==> src/rtl/vend_session_arbiter_if.sv <==
// Bundle of acceptor handshake, owner notifications and core money path
// seen by the session arbiter.
interface vend_session_arbiter_if;
  logic [1:0] coin_valid;
  logic [3:0] coin;
  logic [1:0] coin_ready;
  logic [1:0] grant;
  logic [1:0] vend;
  logic [1:0] change_o;
  logic [1:0] refund;
  logic [1:0] refund_amt;
  logic       err;
  logic [1:0] core_money;
  logic       core_out;
  logic [1:0] core_change;
  logic       core_rst_n;

  modport master (
    output coin_valid, coin, core_out, core_change,
    input  coin_ready, grant, vend, change_o, refund, refund_amt, err, core_money, core_rst_n
  );

  modport slave (
    input  coin_valid, coin, core_out, core_change,
    output coin_ready, grant, vend, change_o, refund, refund_amt, err, core_money, core_rst_n
  );
endinterface

==> src/rtl/vend_session_arbiter.sv <==
// Shares one price-15 vending core between acceptors A and B: grants a session,
// forwards the owner's coins, and routes dispense, refund and core faults back.
module vend_session_arbiter #(
  parameter int IDLE_TIMEOUT = 16,
  parameter int CORE_LAT     = 1
) (
  input logic                   clk,
  input logic                   reset,
  vend_session_arbiter_if.slave bus
);
  // state      | meaning
  // S_IDLE     | no owner; arbitrate among valid requesters
  // S_SESSION  | owner feeding coins; idle timer running
  // S_DISPENSE | waiting for core_out inside the response window
  localparam logic [1:0] S_IDLE     = 2'd0;
  localparam logic [1:0] S_SESSION  = 2'd1;
  localparam logic [1:0] S_DISPENSE = 2'd2;
  localparam int         TW         = $clog2(IDLE_TIMEOUT) + 1;
  localparam int         WW         = $clog2(CORE_LAT + 1) + 1;
  localparam logic [4:0] PRICE      = 5'd15;

  logic [1:0]    state;
  logic          owner, rr, hold, win_arm;
  logic [4:0]    credit;
  logic [TW-1:0] idle_cnt;
  logic [WW-1:0] win_cnt;
  logic [1:0]    money_q, vend_q, change_q, refund_q, amt_q;
  logic          err_q, core_rst_q;

  logic [1:0] ready, code;
  logic       sel, idx, xfer, good;
  logic [4:0] value, credit_sum;

  always_comb begin
    ready = 2'b00;
    sel   = (bus.coin_valid == 2'b11) ? rr : bus.coin_valid[1];
    if (state == S_IDLE && !hold && bus.coin_valid != 2'b00)
      ready[sel] = 1'b1;
    else if (state == S_SESSION)
      ready[owner] = 1'b1;
  end

  assign idx        = ready[1];
  assign xfer       = |(bus.coin_valid & ready);
  assign code       = idx ? bus.coin[3:2] : bus.coin[1:0];
  assign good       = (code == 2'b01) || (code == 2'b10);
  assign value      = (code == 2'b01) ? 5'd5 : (code == 2'b10) ? 5'd10 : 5'd0;
  assign credit_sum = credit + value;

  // Ready is combinational, so it is forced low while reset is held.
  assign bus.coin_ready = reset ? ready : 2'b00;
  assign bus.grant      = (state == S_IDLE) ? 2'b00 : (owner ? 2'b10 : 2'b01);
  assign bus.core_money = money_q;
  assign bus.vend       = vend_q;
  assign bus.change_o   = change_q;
  assign bus.refund     = refund_q;
  assign bus.refund_amt = amt_q;
  assign bus.err        = err_q;
  assign bus.core_rst_n = core_rst_q;

  always_ff @(posedge clk or negedge reset) begin
    if (!reset) begin
      state      <= S_IDLE;
      owner      <= 1'b0;
      rr         <= 1'b0;
      hold       <= 1'b0;
      win_arm    <= 1'b0;
      credit     <= 5'd0;
      idle_cnt   <= '0;
      win_cnt    <= '0;
      money_q    <= 2'b00;
      vend_q     <= 2'b00;
      change_q   <= 2'b00;
      refund_q   <= 2'b00;
      amt_q      <= 2'b00;
      err_q      <= 1'b0;
      core_rst_q <= 1'b1;
    end else begin
      money_q    <= 2'b00;
      vend_q     <= 2'b00;
      change_q   <= 2'b00;
      refund_q   <= 2'b00;
      amt_q      <= 2'b00;
      err_q      <= 1'b0;
      core_rst_q <= 1'b1;
      hold       <= 1'b0;
      case (state)
        S_IDLE: begin
          if (xfer && good) begin
            owner    <= idx;
            credit   <= value;
            money_q  <= code;
            idle_cnt <= TW'(IDLE_TIMEOUT - 1);
            state    <= S_SESSION;
          end
        end
        S_SESSION: begin
          if (xfer && good) begin
            credit   <= credit_sum;
            money_q  <= code;
            idle_cnt <= TW'(IDLE_TIMEOUT - 1);
            if (credit_sum >= PRICE) begin
              state   <= S_DISPENSE;
              win_cnt <= WW'(CORE_LAT);
              win_arm <= 1'b0;
            end
          end else if (idle_cnt == '0) begin
            refund_q[owner] <= 1'b1;
            amt_q           <= (credit == 5'd10) ? 2'b10 : 2'b01;
            core_rst_q      <= 1'b0;
            credit          <= 5'd0;
            rr              <= ~owner;
            hold            <= 1'b1;
            state           <= S_IDLE;
          end else begin
            idle_cnt <= idle_cnt - TW'(1);
          end
        end
        S_DISPENSE: begin
          // First DISPENSE cycle carries the last coin to the core; sampling starts after it.
          if (!win_arm) begin
            win_arm <= 1'b1;
          end else if (bus.core_out) begin
            vend_q[owner] <= 1'b1;
            change_q      <= bus.core_change;
            err_q         <= bus.core_change != ((credit == 5'd20) ? 2'b01 : 2'b00);
            credit        <= 5'd0;
            rr            <= ~owner;
            hold          <= 1'b1;
            state         <= S_IDLE;
          end else if (win_cnt == '0) begin
            err_q      <= 1'b1;
            core_rst_q <= 1'b0;
            credit     <= 5'd0;
            rr         <= ~owner;
            hold       <= 1'b1;
            state      <= S_IDLE;
          end else begin
            win_cnt <= win_cnt - WW'(1);
          end
        end
        default: state <= S_IDLE;
      endcase
    end
  end
endmodule

==> src/flat_wrapper.sv <==
// flat-port wrapper written by rule: the top's interface ports become plain ports
module vend_session_arbiter_flat 
#(
  parameter int IDLE_TIMEOUT = 16,
  parameter int CORE_LAT     = 1
)
  (clk, reset, bus_coin_valid, bus_coin, bus_core_out, bus_core_change, bus_coin_ready, bus_grant, bus_vend, bus_change_o, bus_refund, bus_refund_amt, bus_err, bus_core_money, bus_core_rst_n);
  vend_session_arbiter_if bus_i ();
  input logic clk;
  input logic reset;
  input wire logic [$bits(bus_i.coin_valid)-1:0] bus_coin_valid;
  input wire logic [$bits(bus_i.coin)-1:0] bus_coin;
  input wire logic [$bits(bus_i.core_out)-1:0] bus_core_out;
  input wire logic [$bits(bus_i.core_change)-1:0] bus_core_change;
  output wire logic [$bits(bus_i.coin_ready)-1:0] bus_coin_ready;
  output wire logic [$bits(bus_i.grant)-1:0] bus_grant;
  output wire logic [$bits(bus_i.vend)-1:0] bus_vend;
  output wire logic [$bits(bus_i.change_o)-1:0] bus_change_o;
  output wire logic [$bits(bus_i.refund)-1:0] bus_refund;
  output wire logic [$bits(bus_i.refund_amt)-1:0] bus_refund_amt;
  output wire logic [$bits(bus_i.err)-1:0] bus_err;
  output wire logic [$bits(bus_i.core_money)-1:0] bus_core_money;
  output wire logic [$bits(bus_i.core_rst_n)-1:0] bus_core_rst_n;
  assign bus_i.coin_valid = bus_coin_valid;
  assign bus_i.coin = bus_coin;
  assign bus_i.core_out = bus_core_out;
  assign bus_i.core_change = bus_core_change;
  assign bus_coin_ready = bus_i.coin_ready;
  assign bus_grant = bus_i.grant;
  assign bus_vend = bus_i.vend;
  assign bus_change_o = bus_i.change_o;
  assign bus_refund = bus_i.refund;
  assign bus_refund_amt = bus_i.refund_amt;
  assign bus_err = bus_i.err;
  assign bus_core_money = bus_i.core_money;
  assign bus_core_rst_n = bus_i.core_rst_n;
  vend_session_arbiter #(.IDLE_TIMEOUT(IDLE_TIMEOUT), .CORE_LAT(CORE_LAT)) u_core (.clk(clk), .reset(reset), .bus(bus_i));
endmodule
==> config.mk <==
export PLATFORM = sky130hd
export DESIGN_NAME = vend_session_arbiter_flat
export DESIGN_NICKNAME = d
export VERILOG_FILES = /design/src/rtl/vend_session_arbiter_if.sv /design/src/rtl/vend_session_arbiter.sv /design/src/flat_wrapper.sv
export SDC_FILE = /design/constraint.sdc
export NUM_CORES = 1
export LEC_CHECK = 0
export BUFFER_PORTS_ARGS = -buffer_cell sky130_fd_sc_hd__buf_2
export CAP_MARGIN = 5
export CORE_ASPECT_RATIO = 1.2
export CORE_MARGIN = 2
export CORE_UTILIZATION = 23
export CTS_CLUSTER_DIAMETER = 80
export DETAILED_ROUTE_END_ITERATION = 8
export GPL_ROUTABILITY_DRIVEN = 0
export MAX_ROUTING_LAYER = met4
export PLACE_DENSITY_LB_ADDON = 0.12
export SYNTH_ARGS = -nofsm -noshare
export SYNTH_HDL_FRONTEND = slang
export SYNTH_SLANG_ARGS = --single-unit
==> constraint.sdc <==
create_clock -name clk -period 7.3 [get_ports clk]
set_input_delay 1.095 -clock clk [delete_from_list [all_inputs] [get_ports clk]]
set_output_delay 1.095 -clock clk [all_outputs]
set_load 0.02 [all_outputs]
* Word-level counts from Yosys, hierarchy flattened *
Index checks and enable logic that the tools add are counted.

word-level totals
  logic and storage cells = 146
  output and inout port bits = 16
  input bits = 11
  register bits = 30

operators by class
  add/subtract/negate cells = 3
  reductions and logical operators = 23
  magnitude comparators = 5
  multiplexer cells = 78
  eq/ne operators = 20
  bitwise operators = 2

operators by type and width
  kind                                                 count
  two-way mux 2 bit                                    33
  two-way mux 5 bit                                    10
  two-way mux 1 bit                                    24
  one-hot mux 5 bit (3 select lines)                   1
  AND reduction 5 bit                                  3
  != test 2 bit, second input constant                 7
  one-hot mux 5 bit (2 select lines)                   1
  != test 3 bit, second input constant                 3
  one-hot mux 1 bit (2 select lines)                   4
  == test 2 bit, second input constant                 3
  one-hot mux 2 bit (3 select lines)                   1
  AND reduction 3 bit                                  2
  AND reduction 6 bit                                  1
  nonzero test 2 bit                                   3
  adder 5 bit                                          1
  == test 5 x 4 -> 1 bit, second input constant        1
  == test 5 bit, second input constant                 1
  >= comparator 5 x 4 -> 1 bit, second input constant  1
  logical AND 1 bit                                    5
  logical NOT 5 bit                                    1
  subtractor 5 x 1 -> 5 bit, second input constant     1
  == test 2 x 1 -> 1 bit, second input constant        2
  logical NOT 2 bit                                    2
  < comparator 1 x 2 -> 1 bit, second input constant   2
  15 further kinds                                     18

* Longest topological paths before layout *
Gate-level depths: netlist of run 1.

  word-level depth = 16
  gate-level depth with buffers = 17
  gate-level depth less buffers = 15

* Worst setup path before layout of run 1 *
Ideal clock, no wire load.

  path type = input -> register
  start point = input port bus_coin_valid[1]
  end point = register u_core.win_arm
  path buffers = 1
  setup slack = 3084 ps
  stages = 14
  arrival = 4091 ps
  required time = 7175 ps
  path through = and3b_1 > a22o_1 > buf_6 > mux2i_1 > ha_1 > ha_1 > fa_1 > inv_1 > o41a_1 > o31ai_4 > xor2_2 > a32oi_2 > a21boi_2 > mux2_4

between the ends
  cells in the longest elaborated chain, start to end = 15
  elaborated cells between the ends (all ways) = 24

ends and longest elaborated chain
  item                                                                                      line                                                    text
  from (decl)                                                                               flat_wrapper.sv:11                                      input wire logic [$bits(bus_i.coin_valid)-1:0] bus_coin_valid;
  == test 2 bit                                                                             vend_session_arbiter.sv:36                              sel = (bus.coin_valid == 2'b11) ? rr : bus.coin_valid[1];
  two-way mux 1 bit                                                                         vend_session_arbiter.sv:36
  < comparator 1 x 2 -> 1 bit (not written as such) or >= comparator 1 bit (tied branches)  vend_session_arbiter.sv:38                              ready[sel] = 1'b1;
  logical AND 1 bit (not written as such)                                                   vend_session_arbiter.sv:38
  two-way mux 1 bit (not written as such)                                                   vend_session_arbiter.sv:38
  demux 1 bit (select 1 bit)                                                                n/a
  two-way mux 2 bit                                                                         vend_session_arbiter.sv:37                              if (state == S_IDLE && !hold && bus.coin_valid != 2'b00)
  two-way mux 2 bit                                                                         vend_session_arbiter.sv:45                              assign code = idx ? bus.coin[3:2] : bus.coin[1:0];
  == test 2 bit                                                                             vend_session_arbiter.sv:46, vend_session_arbiter.sv:47
  two-way mux 4 bit                                                                         vend_session_arbiter.sv:47                              assign value = (code == 2'b01) ? 5'd5 : (code == 2'b10) ? 5'd10 : 5'd0;
  two-way mux 5 bit                                                                         vend_session_arbiter.sv:47
  adder 5 bit                                                                               vend_session_arbiter.sv:48                              assign credit_sum = credit + value;
  >= comparator 5 x 4 -> 1 bit                                                              vend_session_arbiter.sv:102                             if (credit_sum >= PRICE) begin
  != test 2 bit (no line)                                                                   n/a
  AND reduction 3 bit (no line) (*)                                                         n/a
  to (signal assigned)                                                                      vend_session_arbiter.sv:67                              win_arm <= 1'b0;
  to (signal assigned)                                                                      vend_session_arbiter.sv:105                             win_arm <= 1'b0;
  to (signal assigned)                                                                      vend_session_arbiter.sv:122                             win_arm <= 1'b1;
  to (decl)                                                                                 vend_session_arbiter.sv:23                              logic owner, rr, hold, win_arm;

Every way passes the cells marked *; elsewhere a longest branch is shown, timed or not.
A chain may end at the register's enable or synchronous reset.

* Worst setup path after layout of run 1 *
  start point = register u_core.state[1]
  end point = register u_core.win_arm

between the ends
  cells in the longest elaborated chain, start to end = 12
  elaborated cells between the ends (all ways) = 23

ends and longest elaborated chain
  item                             line                                                    text
  from (decl)                      vend_session_arbiter.sv:22                              logic [1:0] state;
  from (signal assigned)           vend_session_arbiter.sv:63                              state <= S_IDLE;
  from (signal assigned)           vend_session_arbiter.sv:94                              state <= S_SESSION;
  from (signal assigned)           vend_session_arbiter.sv:103                             state <= S_DISPENSE;
  logical NOT 2 bit                vend_session_arbiter.sv:37
  logical AND 1 bit (2 in series)  vend_session_arbiter.sv:37
  two-way mux 2 bit                vend_session_arbiter.sv:37
  two-way mux 2 bit                vend_session_arbiter.sv:45
  == test 2 bit                    vend_session_arbiter.sv:46, vend_session_arbiter.sv:47
  two-way mux 4 bit                vend_session_arbiter.sv:47
  two-way mux 5 bit                vend_session_arbiter.sv:47
  adder 5 bit                      vend_session_arbiter.sv:48
  >= comparator 5 x 4 -> 1 bit     vend_session_arbiter.sv:102
  != test 2 bit (no line)          n/a
  AND reduction 3 bit (no line)    n/a

Parallel ways exist; a longest one is shown, timed or not.

==> run summary, run 1 <==
The run finished with clean final reports. Sequential elements use 38.3% of the synthesized area. The tools report the largest vdd supply drop as 0.0000873 V. Of the total synthesized cell area, the portion taken by AND, OR, NAND and NOR gates is 22.1%.

The area taken by flip-flops and latches was 752 sq um. The path type of the worst setup path was reg2reg. Hold is met by 0.444 ns.

In the post-synthesis netlist, the cell with the most instances is sky130_fd_sc_hd__dfrtp_1. Counting flops and latches in the post-synthesis netlist gives 30. The part of the cycle the worst path needs was 64.0%; the synthesized-area fraction occupied by xor and xnor cells was 4.39%.

The share of flip-flops with an asynchronous set or reset was 100%. The maximum number of pins on one net before global-route repair was 33. The logs give 2300 sq um for the final instance area and 0 for the total setup buffers inserted after CTS. 27 I/O pins were placed. The quantity of gates resized following cts was 0. The run gives 2 as the maximum level of the CTS H-tree.

During synthesis, Yosys emitted a total of 0 warnings. At the worst endpoint, the arrival time is 4.85 ns. The number of buffers inserted for hold repair after clock tree synthesis is 0, and the final count of negative-setup-slack endpoints is 0. The worst setup timing slack at the placement stage is 2.52 ns. The number of max-slew violations in the final report was 0. Maximum buffer depth of the clock tree: 2.

Summing the areas of all fa, ha and maj instances in the mapped netlist gives 7.38% of the synthesized area. Cell at the root of the clock tree: sky130_fd_sc_hd__clkbuf_8. The post-detailed-route count of antenna-violating nets came out at 0.

The total overflow left after global routing is 0. TritonCTS built the clock tree. The type of element launching the critical path is a register. The tool flagged a number of max-cap violations equal to 0.

Detailed placement ended at an HPWL of 3690 um. The die covers 9300 sq um. Compared with the post-synthesis result, the final layout area differs by 17.1%.

Summed over all nets, wire length on met3 after detailed routing comes to 158 um. The cell area power density came out at 346 nW/um^2. In the final layout, the share of cells above drive strength 1 is 21.3%. In this run the worst path has a maximum fanout of 16. Clock-pin slew was measured on the worst setup and hold paths at 0.08 ns. Measured against the total synthesized area, the mux share comes to 4.58%.

The maximum clock rate came out at 0.214 GHz. STA classifies the critical path endpoint as a register. The count of placed standard cells including taps is 341, and the remaining design rule violation count is 0. After detailed placement, the total cell area comes to 2210 sq um.

For the leakage power total, the log shows 0.00106 uW. After detailed routing, the average wire length per cell comes to 14.4 um. The complex-gate fraction of the synthesized area is 18.4%, and the via-per-instance ratio is 4.60.

In this run, the number of DRC markers left after iteration 0 of detailed routing was 71. The initial core utilization is 24.0%. The number of port buffers was 26.

The post-synthesis average cell area was 9.45 sq um; the via count was 1,605. Row generation in the floorplan step produced 36 rows. Once layout is complete, the cells apart from fillers number 349. In this run the cell area of the synthesized design comes to 1970 sq um. The number of global-route vias before repair is 1,624, and the hold-critical path depth is 1. For the pin with the worst max-slew slack, the measured transition is 0.754 ns.

In the synthesized netlist, the cells that appear most often are 29 x sky130_fd_sc_hd__dfrtp_1, 24 x sky130_fd_sc_hd__nand2_1, 14 x sky130_fd_sc_hd__nor2_1, 13 x sky130_fd_sc_hd__inv_1, 10 x sky130_fd_sc_hd__ha_1. Setup repair after global routing left no endpoint under its margin. The routed wire length came out at 5040 um. The most used flip-flop cell after synthesis was sky130_fd_sc_hd__dfrtp_1.

The core footprint came out at 8200 sq um. For the wire length of the first global-routing pass, the log shows 8440 um. The logs give 2310 um for the post-route met1 wirelength and 0.00861 ns for the worst setup skew after layout.

Across every metal layer, demand over resource in global routing totals 12.1%. The initial antenna violation count came out at 0. After synthesis, the largest family of logic cells by area is simple AND/OR/NAND/NOR gates.

Clock latency of the later-clocked register in the worst-skew pair: 0.29 ns. In the final layout, the multi-input gates occupy 1120 sq um. Counting every instance in the synthesized netlist gives 208. Worst min-delay path category: reg2reg. The clock drives 30 sinks. The tools report the total nets after synthesis as 230. The first-pass iteration count of the detailed router was 4; the number of filler cells placed in the layout was 918. For the accumulated negative setup slack, the log shows 0 ns. The count of endpoints failing hold in the final timing report was 0. In this run the top signal layer used is met4. The antenna diode count is 0. The worst pin sits at a relative slew slack of 49.7%.

The number of cells on the worst reg-to-reg path came out at 15. Measured along the y axis, the die boundary spans 105 um. The count of cell types in the netlist is 55, and the endpoint required time on the critical path is 7.48 ns. By area the synthesized netlist is led by sky130_fd_sc_hd__dfrtp_1 37%, sky130_fd_sc_hd__ha_1 6.4%, sky130_fd_sc_hd__nand2_1 4.6%. Sum of met2 wire segment lengths after detailed routing: 2420 um.

The die is 88.4 um wide. Summed over all instances, the cell type with the most area after synthesis is sky130_fd_sc_hd__dfrtp_1. The smallest setup slack after layout was 2.63 ns; the clock period minus worst slack was 4.67 ns. The number of flops mapped to enable cells by yosys came out at 0. The net count reported at finish was 256.

After synthesis, the largest area contributor takes up 36.9% of total cell area. TritonCTS created 5 clock buffers.
[cell type report]
| class | instances | share of cell area (%) |
|---|---|---|
| multi-input cells | 156 | 48.6 |
| flip-flops and latches | 30 | 32.7 |
| repair buffers | 28 | 6.31 |
| well taps | 114 | 6.20 |
| clock buffers | 6 | 3.59 |
| inverters | 13 | 2.12 |
| clock inverters | 2 | 0.544 |
[sequential cells by signal, indices dropped and copies added, names as in the netlist, 2 cells and up]
name	count
u_core.bus.refund_amt	2
u_core.state	2
u_core.bus.change_o	2
u_core.credit	5
u_core.bus.vend	2
u_core.bus.core_money	2
u_core.win_cnt	2
u_core.bus.refund	2
u_core.idle_cnt	5
[stage by stage]
stage	util, %	power, uW
finish	28.1	796
global route	28.1	864
CTS	28.1	810
detailed placement	26.9	656
global placement	26.9	662
floorplan	-	548
[report_power, final]
group	switching [uW]	total, uW	internal (uW)
Combinational	253	411	158
Clock	71.2	147	75.8
Sequential	38.9	238	199
[worst max-delay path, stage by stage (launching register included)]
cell and delay, ns:
sky130_fd_sc_hd__dfrtp_1 0.38, sky130_fd_sc_hd__inv_1 0.13, sky130_fd_sc_hd__ha_1 0.60, sky130_fd_sc_hd__and2_4 0.27, sky130_fd_sc_hd__a22o_1 0.33, sky130_fd_sc_hd__mux2i_1 0.38, sky130_fd_sc_hd__ha_1 0.27, sky130_fd_sc_hd__ha_1 0.20
sky130_fd_sc_hd__fa_1 0.25, sky130_fd_sc_hd__inv_1 0.08, sky130_fd_sc_hd__o41a_1 0.46, sky130_fd_sc_hd__o31ai_4 0.31, sky130_fd_sc_hd__xor2_2 0.13, sky130_fd_sc_hd__a32oi_2 0.34, sky130_fd_sc_hd__a21boi_2 0.11, sky130_fd_sc_hd__mux2_4 0.31
[worst paths after layout]
check / startpoint / end / slack, ns
min in group asynchronous: reset / u_core.win_cnt[1]$_DFFE_PN0P_ / 0.82
min reg2reg: u_core.win_cnt[0]$_DFFE_PN0P_ / u_core.win_cnt[0]$_DFFE_PN0P_ / 0.44
min: u_core.win_cnt[0]$_DFFE_PN0P_ / u_core.win_cnt[0]$_DFFE_PN0P_ / 0.44
max: u_core.state[1]$_DFFE_PN0P_ / u_core.win_arm$_DFFE_PN0P_ / 2.63
max reg2reg: u_core.state[1]$_DFFE_PN0P_ / u_core.win_arm$_DFFE_PN0P_ / 2.63
max in group asynchronous: reset / u_core.bus.core_rst_n$_DFF_PN1_ / 6.15
[cells by family (layout without fill, tap and decap cells)]
logic type	count (synthesis)	in the layout
adder cells (fa/ha/maj)	11	11
AND/OR/NAND/NOR	81	81
AO/OA/AOI/OAI	47	47
multiplexers	8	8
XOR/XNOR	9	9
buffers and inverters	22	49
flip-flops	30	30
[layout by cell type (no fill, tap or decap), drive strengths merged, types with 3 or more instances in the layout]
| master | count |
|---|---|
| nor4b | 3 |
| ha | 10 |
| nand2 | 24 |
| nor2 | 14 |
| o21ai | 8 |
| o311ai | 5 |
| a21oi | 10 |
| nand3 | 8 |
| nor3 | 3 |
| and2 | 8 |
| mux2 | 5 |
| a31oi | 4 |
| a21boi | 3 |
| and3 | 6 |
| dfrtp | 29 |
| xnor2 | 4 |
| mux2i | 3 |
| buf | 28 |
| nand2b | 7 |
| clkbuf | 6 |
| inv | 13 |
| xor2 | 5 |
[routing by layer]
layer  global-route usage (%)  up-vias
li1                         -      792
met1                     14.8      767
met2                     18.7       33
met3                     2.82       13
met4                     5.52        0
met5                        -        -
Power figures use the tool's default switching activity.
==> run 2: changes to the inputs <==
--- a/config.mk
+++ b/config.mk
@@ -5,6 +5,7 @@
 export SDC_FILE = /design/constraint.sdc
 export NUM_CORES = 1
 export LEC_CHECK = 0
+export ABC_AREA = 1
 export BUFFER_PORTS_ARGS = -buffer_cell sky130_fd_sc_hd__buf_2
 export CAP_MARGIN = 5
 export CORE_ASPECT_RATIO = 1.2
==> constraint.sdc (replaced) <==
create_clock -name clk -period 4.1 [get_ports clk]
set_input_delay 0.615 -clock clk [delete_from_list [all_inputs] [get_ports clk]]
set_output_delay 0.615 -clock clk [all_outputs]
set_load 0.02 [all_outputs]
==> run 2 against run 1 <==
Synthesized area shrank 4.1%. Sequential cell count unchanged. Critical path depth is 7 higher. Count of clock-buffer cells in the layout up 1. Sequential share of layout area grew 1.3 points. Combinational power rose by 140%. Sequential power up 82%. Core utilization fell by 0.49 points. Register-to-register slack worse by 1.7 ns. Clock skew rose by 0.0016 ns. Synthesized cell count rose by 14%. Setup slack lost 1.7 ns. Critical endpoint unchanged. Largest cell class unchanged. Highest routed layer unchanged.
==> run summary, run 2 <==
The flow ran to the end, and the final reports show no timing, DRC or antenna violations. The synthesized netlist occupies a cell area of 1880 sq um. Of the cells placed in the final design, the portion with a size suffix greater than 1 is 24.2%. Summed over all layers, the global routing overflow is 0.

Endpoint required time on the critical path: 4.27 ns. In the layout the commonest cells are 45 x sky130_fd_sc_hd__nand2_1, 35 x sky130_fd_sc_hd__inv_1, 32 x sky130_fd_sc_hd__nor2_1, 29 x sky130_fd_sc_hd__dfrtp_1, 26 x sky130_fd_sc_hd__buf_2. In this run the cell area measured after placement is 2120 sq um. Global routing consumed, on the met1 layer, 13.4% of the routing resources.

At the later pin of the worst-skew pair, clock insertion delay measures 0.29 ns. Prior to clock tree synthesis, the placed netlist has a worst setup slack of 0.928 ns. The worst setup skew after layout is 0.0103 ns.

Yosys attributes the largest share of cell area to sky130_fd_sc_hd__dfrtp_1 39%, sky130_fd_sc_hd__nand2_1 9.0%, sky130_fd_sc_hd__inv_1 7.0%. The routed layout has 1,557 vias. Cell repeated most along the worst path: sky130_fd_sc_hd__nand2_1. The tools report the count of endpoints failing hold in the final timing report as 0. The post-detailed-route count of antenna-violating nets is 0, and the die outline width is 86.6 um.

For this configuration, the core starts out at a cell density of 23.5%. IR analysis of the VDD net gives a maximum drop of 0.000249 V. Cells fill 27.6% of the core in the end. The core region is 8020 sq um.

Overall power consumption after layout is estimated at 1680 uW. The critical path endpoint category is a register. In the final layout, the registers with the most flip-flops are u_core.credit: 5 flops, u_core.idle_cnt: 5 flops.

Among cell families on the critical path, the largest total delay comes from simple AND/OR/NAND/NOR gates. Quantity of gates resized following cts: 0. Based on the critical path, the design can be clocked at up to 0.316 GHz. The height of the chip is 103 um, and the final count of negative-setup-slack endpoints is 0. The cell sitting at the root of the clock tree is a sky130_fd_sc_hd__clkbuf_8. The number of flops mapped to enable cells by yosys was 0; the remaining design rule violation count was 0.

The maximum buffer depth of the clock tree came out at 2. For this design the top-level I/O count stands at 27. Entering global routing, the biggest net connects 32 pins. The logs give 7810 um for the wire length of the first global-routing pass and 290 for the net count reported at finish. The signal on the critical path passes through inv_1 -> ha_1 -> inv_2 -> nor2_4 -> nand2_2 -> nand2_2 -> nand2_1 -> nand2_2 -> nand2_4 -> ha_1 -> ha_1 -> fa_1 -> nand3_2 -> nand2_1 -> nor2_1 -> nand2_1 -> nand2_2 -> nand2_4 -> nand2_4 -> nand2_1 -> nand2_1 -> nand2_1. The transition time at the pin with the least slew margin came out at 0.732 ns. Area added between synthesis and finish: 17.3%. In this run, the clock network consumes 15.3% of the power.

In this run the worst path has a maximum fanout of 6. In this run, CTS created clock tree buffers numbering 5. The number of cells on the critical path works out to 22. The clock slew seen by the registers of the worst setup and hold paths is 0.08 ns, and the max-cap check violation count is 0. For the worst setup path, the data arrival time is 3.33 ns. Of the total power, the share spent switching nets is 50.6%.

For this run, the leading register cell type out of synthesis is sky130_fd_sc_hd__dfrtp_1. The logs give 19.8% for the fraction of met2 tracks used by global routing and 0.940 ns for the smallest setup slack after layout. For the fraction of the yosys area taken by sequential cells, the log shows 39.9%.

Setup repair after global routing left no endpoint under its margin. 0 antenna diodes ended up in the layout. Power spread over the standard cell area amounts to 759 nW/um^2. For the number of rows in the core area, the log shows 36. Synthesis handed over a netlist of 238 instances.

The net switching power is 849 uW. The number of filler cells placed in the layout is 881, and the leakage power total is 0.00118 uW. The aggregate global-route resource usage came out at 11.8%. The logs give 51.2% for the worst slew margin relative to its limit and 25.9% for the sequential share of power. The number of max-slew violations in the final report was 0. The number of nets handed over by synthesis was 260. After synthesis, the netlist uses 32 different library cells. The detailed placer's ending HPWL came out at 3470 um.

Summed over its instances, the top area cell type makes up 38.5% of the synthesized netlist area. The tools report the number of global-route vias before repair as 1,604. The number of sinks on the clock net came out at 30. Setup total negative slack on the finished layout was measured at 0 ns. Buffers placed on the I/O ports in this run total 26. CTS built an H-tree with a depth of 2. For met3 alone, demand over resource in global routing was 2.48%. The part of the cycle the worst path needs was 77.1%; the floorplan die area was 8940 sq um.

The critical path's largest stage delay was 0.44 ns. The library cell used most frequently in the layout, excluding fill and tap cells, is sky130_fd_sc_hd__nand2_1. Among all stages on the critical path, the largest delay is contributed by sky130_fd_sc_hd__fa_1. After synthesis, the most frequently instantiated cells are 45 x sky130_fd_sc_hd__nand2_1, 35 x sky130_fd_sc_hd__inv_1, 32 x sky130_fd_sc_hd__nor2_1, 29 x sky130_fd_sc_hd__dfrtp_1, 19 x sky130_fd_sc_hd__nand3_1.

Cell type contributing the most total cell area after synthesis: sky130_fd_sc_hd__dfrtp_1. The tools report the internal portion of total power as 828 uW. The worst hold path belongs to the class in2async.

Combinational logic burns 58.9% of the power. TritonCTS built the clock tree. The first detailed-routing pass ran for 5 iterations. The layer flagged by global routing as most heavily used is met2.

After detailed routing, the number of vias per cell comes to 4.28. The initial antenna violation count came out at 0. After synthesis the netlist holds a flip-flop and latch count of 30. The number of buffers and inverters on the critical path is 2. In this run the mean area of a mapped cell was 7.92 sq um.

After detailed routing, the average wire length per cell comes to 12.5 um. The number of cells on the worst reg-to-reg path is 22. The path type of the worst setup path is reg2reg. Once layout is done, the placed cells without fillers occupy 2210 sq um.

Counting I/O delays and the setup requirement, the final critical path takes 3.16 ns. For this block, the initial DRC count from the detailed router was 77. By instance count, the leading cell after synthesis is sky130_fd_sc_hd__nand2_1. Wires add up to 4540 um. The type of element launching the critical path is a register. Hold repair after CTS inserted 0 buffers.

During synthesis, Yosys emitted a total of 0 warnings. The number of setup buffers added after CTS is 0. The share of flip-flops with an asynchronous set or reset was 100%.
-- run 2: cell count changes in the layout (fill, tap and decap cells not counted), moves of 4 or more --
| cell | previous run | this run |
|---|---|---|
| sky130_fd_sc_hd__a21oi_1 | 9 | 3 |
| sky130_fd_sc_hd__nand3_1 | 8 | 19 |
| sky130_fd_sc_hd__nand2b_1 | 7 | 0 |
| sky130_fd_sc_hd__nor2_1 | 14 | 32 |
| sky130_fd_sc_hd__nand2_1 | 24 | 45 |
| sky130_fd_sc_hd__nand4_1 | 0 | 5 |
| sky130_fd_sc_hd__nand2_2 | 0 | 12 |
| sky130_fd_sc_hd__inv_1 | 13 | 35 |
| sky130_fd_sc_hd__a31oi_1 | 4 | 0 |
| sky130_fd_sc_hd__inv_2 | 0 | 5 |
| sky130_fd_sc_hd__and2_1 | 6 | 0 |
| sky130_fd_sc_hd__nand2_4 | 0 | 5 |
| sky130_fd_sc_hd__and3_1 | 5 | 0 |
-- run 2: path summary, 6_finish.rpt --
| check | from | to | slack, ns |
|---|---|---|---|
| max reg2reg | u_core.state[0]$_DFFE_PN0P_ | u_core.win_arm$_DFFE_PN0P_ | 0.94 |
| max in group asynchronous | reset | u_core.credit[4]$_DFFE_PN0P_ | 3.23 |
| min in group clk | u_core.win_cnt[1]$_DFFE_PN0P_ | u_core.win_cnt[1]$_DFFE_PN0P_ | 0.48 |
| max | u_core.state[0]$_DFFE_PN0P_ | u_core.win_arm$_DFFE_PN0P_ | 0.94 |
| min | reset | u_core.bus.core_money[0]$_DFF_PN0_ | 0.37 |
| min reg2reg | u_core.win_cnt[1]$_DFFE_PN0P_ | u_core.win_cnt[1]$_DFFE_PN0P_ | 0.48 |
-- run 2: kinds of logic after synthesis --
| group | share of synthesized area [%] |
|---|---|
| AND/OR/NAND/NOR | 35.9 |
| buffers and inverters | 8.70 |
| flip-flops | 39.9 |
| AO/OA/AOI/OAI | 6.91 |
| adder cells (fa/ha/maj) | 7.70 |
| XOR/XNOR | 0.930 |
-- run 2: worst reg2reg max path: cells and delay by family, from the launching register on --
family | cells | cell delay [ns]
buffers and inverters | 2 | 0.22
and+or+nand+nor | 16 | 1.27
DFF | 1 | 0.40
adders and majority gates | 4 | 1.21
-- run 2: layout make-up --
class / instances / area (sq um) / share of cell area [%]
Sequential cell: 30 / 752 / 34.0
Tap cell: 95 / 119 / 5.38
Clock inverter: 1 / 5.00 / 0.226
Clock buffer: 7 / 86.3 / 3.90
Multi-Input combinational cell: 165 / 968 / 43.8
Inverter: 40 / 150 / 6.79
Timing Repair Buffer: 26 / 130 / 5.89
-- run 2: power by group through the flow --
stage / clock network [uW] / registers, uW / logic (uW)
2_1_floorplan: 0 / 431 / 771
3_3_place_gp: 0 / 444 / 1010
5_1_grt: 280 / 448 / 1130
4_1_cts: 267 / 437 / 1000
3_5_place_dp: 0 / 443 / 997
6_report: 256 / 434 / 987
-- run 2: routing by layer --
metal	vias up	wire, um
met5	-	0
met2	31	2120
met1	709	2150
li1	808	-
met3	9	136
met4	0	131
-- run 2: metrics by stage --
stage / hold slack (ns) / cells
after floorplan: 0.319 / 238
after global placement: 0.465 / 356
after detailed placement: 0.466 / 356
after CTS: 0.421 / 364
after global routing: 0.442 / 364
final: 0.370 / 364
==> run 3: changes to the inputs <==
==> constraint.sdc (replaced) <==
create_clock -name clk -period 3.1 [get_ports clk]
set_input_delay 0.465 -clock clk [delete_from_list [all_inputs] [get_ports clk]]
set_output_delay 0.465 -clock clk [all_outputs]
set_load 0.02 [all_outputs]
==> run 3 against run 2 <==
Register-to-register slack worse by 0.66 ns. Total power rose by 39%. Count of clock-buffer cells in the layout is the same. Via count grew 3.0%. Sequential power is 31% higher. Clock skew fell by 0.0073 ns. Worst hold slack got worse by 0.17 ns. Combinational power is 44% higher. Non-clock buffer count grew 9. Die area unchanged. Cell count rose by 2.5%. Setup slack worse by 0.66 ns. Critical path type unchanged. Critical endpoint is now u_core.win_cnt[0]$_DFFE_PN0P_. Highest routed layer unchanged.
==> run summary, run 3 (synthesis results as in run 2) <==
The analysis attributes to cell leakage a power of 0.00122 uW. The via-per-instance ratio was 4.30. In this run the tool buffered the top-level ports with 26 buffer cells.

In the final layout, the share of cells above drive strength 1 is 28.8%. The run gives 0 as the number of buffers inserted for hold repair after clock tree synthesis. In this run the deepest clock path goes through 2 buffers. The endpoint identified for the worst register-to-register timing path is u_core.win_cnt[0]$_DFFE_PN0P_. The run gives 2 as the maximum level of the CTS H-tree. Among cell families on the critical path, the largest total delay comes from adder cells. The count of pins on the block boundary is 27, and the count of placed standard cells including taps is 362. The number of rows in the core area was 36. The global-route congestion overflow total came out at 0. The endpoint required time on the critical path was 3.28 ns; the worst slew margin relative to its limit was 69.8%. For the clock share of power, the log shows 14.6%. The sequential share of power came out at 24.4%. The logs give 23.5% for the initial core utilization and 4510 um for the routed wire length.

The number of cells on the worst reg-to-reg path is 21. For this design, the slowest cell found on the critical path is sky130_fd_sc_hd__fa_2. The critical path's largest stage delay was 0.53 ns. STA classifies the critical path startpoint as a register. The transition time at the pin with the least slew margin was 0.450 ns; the accumulated negative setup slack was 0 ns. For the number of DRC violations after detailed-routing iteration 0, the log shows 61.

The tools report the count of endpoints failing hold in the final timing report as 0. The top cell types in the final layout, fill and taps aside, are 45 x sky130_fd_sc_hd__nand2_1, 33 x sky130_fd_sc_hd__inv_1, 32 x sky130_fd_sc_hd__nor2_1, 29 x sky130_fd_sc_hd__dfrtp_1, 26 x sky130_fd_sc_hd__buf_2. The number of global-route vias before repair was 1,598; the worst path buffer plus inverter count was 2. The first global-routing pass estimated 7650 um of wire. The routed length per instance was 12.1 um.

The flow ran to the end, and the final reports show no timing, DRC or antenna violations. The clock period minus worst slack was 2.82 ns. TritonCTS built the clock tree.

The largest vdd supply drop came out at 0.000324 V. The worst setup path is captured at a register. Between clock sinks in the finished design, the worst skew comes to 0.00298 ns.

Across every metal layer, demand over resource in global routing totals 11.6%. Net switching is 48.7% of the power. The tree is rooted in a sky130_fd_sc_hd__clkbuf_8. The final layout contains 299 nets. After clock tree synthesis, the clock-pin slew on the worst setup and hold paths is 0.07 ns.

For the count of placed standard cells in the final layout, fillers left out, the log shows 373. Post-detailed-route count of antenna-violating nets: 0. The number of max-slew violations in the final report is 0, and the number of cells on the critical path is 21. The floorplan die area came out at 8940 sq um. Per report_power, the combinational group accounts for 61.0% of the total.

The repair_antennas step left the layout with diodes totalling 0. The worst min-delay path category is in2async. For the arrival time of the worst setup path, the log shows 3.00 ns. In this run the horizontal extent of the chip is 86.6 um.

Summed over all nets, the half-perimeter wirelength after detailed placement is 3460 um. Maximum fanout encountered on the critical timing path: 5. The signal on the critical path passes through inv_2 -> ha_4 -> inv_2 -> nor2_4 -> nand2_2 -> nand2_2 -> nand2_1 -> nand2_2 -> nand2_4 -> ha_2 -> ha_2 -> fa_2 -> nand2_1 -> nor2_1 -> nand2_1 -> nand2_2 -> nand2_4 -> nand2_4 -> nand2_2 -> nand2_1 -> nand2_1. In the final layout, the multi-input gates occupy 988 sq um. The setup path with the least slack is of type reg2reg. The die is 103 um tall.

The tools report the end of the critical path as u_core.win_cnt[0]$_DFFE_PN0P_. The net switching power is 1130 uW. Max-cap violations in this run came to 0. The tools report the initial antenna violation count as 0. The cell area power density was 1010 nW/um^2; the final count of negative-setup-slack endpoints was 0. The critical path starts at u_core.state[1]$_DFFE_PN0P_.

Leaving out fill and tap cells, the most frequent cell in the layout is sky130_fd_sc_hd__nand2_1. For the total clock buffers created by CTS, the log shows 5. In the final layout, the registers with the most flip-flops are u_core.credit: 5 flops, u_core.idle_cnt: 5 flops.

The area growth from synthesis to layout is 22.0%. The clock latency of the later-clocked register in the worst-skew pair was 0.29 ns. Setup slack on the worst reg-to-reg path comes out at 0.28 ns. Internal power comes to 1190 uW. After floorplanning, the core was sized to cover 8020 sq um. Entering global routing, the biggest net connects 32 pins.

Remaining design rule violation count: 0. The via count is 1,604, and the first-pass iteration count of the detailed router is 6. For the area taken by flip-flops and latches, the log shows 752 sq um. The beginning of the worst register-to-register path was u_core.state[1]$_DFFE_PN0P_. For this run, the top clock speed supported by timing is 0.355 GHz.

Part of the cycle the worst path needs: 90.9%. The number of filler cells placed in the layout was 878; the number of sinks on the clock net was 30. Setup repair after global routing left no endpoint under its margin.
run 3: cell types whose count changed in the layout (fill, tap and decap cells not counted):
cell and change:
sky130_fd_sc_hd__buf_4 +9, sky130_fd_sc_hd__ha_1 -3, sky130_fd_sc_hd__ha_2 +2, sky130_fd_sc_hd__inv_1 -2, sky130_fd_sc_hd__inv_2 +2, sky130_fd_sc_hd__fa_1 -1, sky130_fd_sc_hd__fa_2 +1, sky130_fd_sc_hd__ha_4 +1
run 3: metrics by stage:
step	hold WS [ns]	cell area, sq um	power (uW)	utilization, %	setup WS [ns]
floorplan	0.169	1880	1590	-	0.292
global placement	0.463	2160	1970	27.0	0.0947
detailed placement	0.462	2160	1940	27.0	0.0224
CTS	0.210	2260	2300	28.2	0.0668
global route	0.239	2300	2570	28.7	0.0252
finish	0.195	2300	2320	28.7	0.281
run 3: worst min-delay path by stage:
| stage | to | depth (start not counted) | startpoint |
|---|---|---|---|
| after floorplan | u_core.bus.change_o[0]$_DFF_PN0_ | 0 | reset |
| after global placement | u_core.win_cnt[1]$_DFFE_PN0P_ | 2 | u_core.win_cnt[1]$_DFFE_PN0P_ |
| after detailed placement | u_core.win_cnt[1]$_DFFE_PN0P_ | 2 | u_core.win_cnt[1]$_DFFE_PN0P_ |
| after CTS | u_core.bus.core_money[0]$_DFF_PN0_ | 2 | reset |
| after global routing | u_core.bus.core_money[0]$_DFF_PN0_ | 2 | reset |
| final | u_core.bus.core_money[0]$_DFF_PN0_ | 2 | reset |
run 3: routing by layer:
metal | vias up | GRT usage (%) | part of all wire [%]
met3 | 14 | 2.64 | 3.7
met5 | - | - | 0
li1 | 827 | - | -
met1 | 726 | 12.8 | 44
met2 | 37 | 19.6 | 49
met4 | 0 | 5.89 | 3.5
run 3: repair_timing:
item	CTS	global route
endpoints found under the setup margin	2	5
resized for setup	1	6
gates cloned	0	0
pin swaps	0	1
setup buffers	0	3
run 3: layout make-up:
| cell class | count | share of cell area (%) |
|---|---|---|
| tap | 95 | 5.17 |
| timing repair buffer | 35 | 8.60 |
| clock buffer | 7 | 3.76 |
| multi-input combinational | 165 | 43.0 |
| sequential | 30 | 32.7 |
| inverter | 40 | 6.53 |
| clock inverter | 1 | 0.218 |
run 3: power by group through the flow:
stage                     combinational, uW  sequential (uW)  clock (uW)
after global routing                   1610              581         371
after floorplan                        1020              570           0
after CTS                              1380              567         353
after global placement                 1390              575           0
after detailed placement               1370              573           0
final                                  1420              567         339
run 3: worst reg2reg max path, cell delays in order, from the launching register on:
cell                      delay, ns
sky130_fd_sc_hd__dfrtp_1       0.41
sky130_fd_sc_hd__inv_2         0.10
sky130_fd_sc_hd__ha_4          0.17
sky130_fd_sc_hd__inv_2         0.06
sky130_fd_sc_hd__nor2_4        0.10
sky130_fd_sc_hd__nand2_2       0.07
sky130_fd_sc_hd__nand2_2       0.07
sky130_fd_sc_hd__nand2_1       0.09
sky130_fd_sc_hd__nand2_2       0.09
sky130_fd_sc_hd__nand2_4       0.05
sky130_fd_sc_hd__ha_2          0.20
sky130_fd_sc_hd__ha_2          0.19
sky130_fd_sc_hd__fa_2          0.53
sky130_fd_sc_hd__nand2_1       0.05
sky130_fd_sc_hd__nor2_1        0.10
sky130_fd_sc_hd__nand2_1       0.07
sky130_fd_sc_hd__nand2_2       0.08
sky130_fd_sc_hd__nand2_4       0.06
sky130_fd_sc_hd__nand2_4       0.08
sky130_fd_sc_hd__nand2_2       0.05
sky130_fd_sc_hd__nand2_1       0.07
sky130_fd_sc_hd__nand2_1       0.05
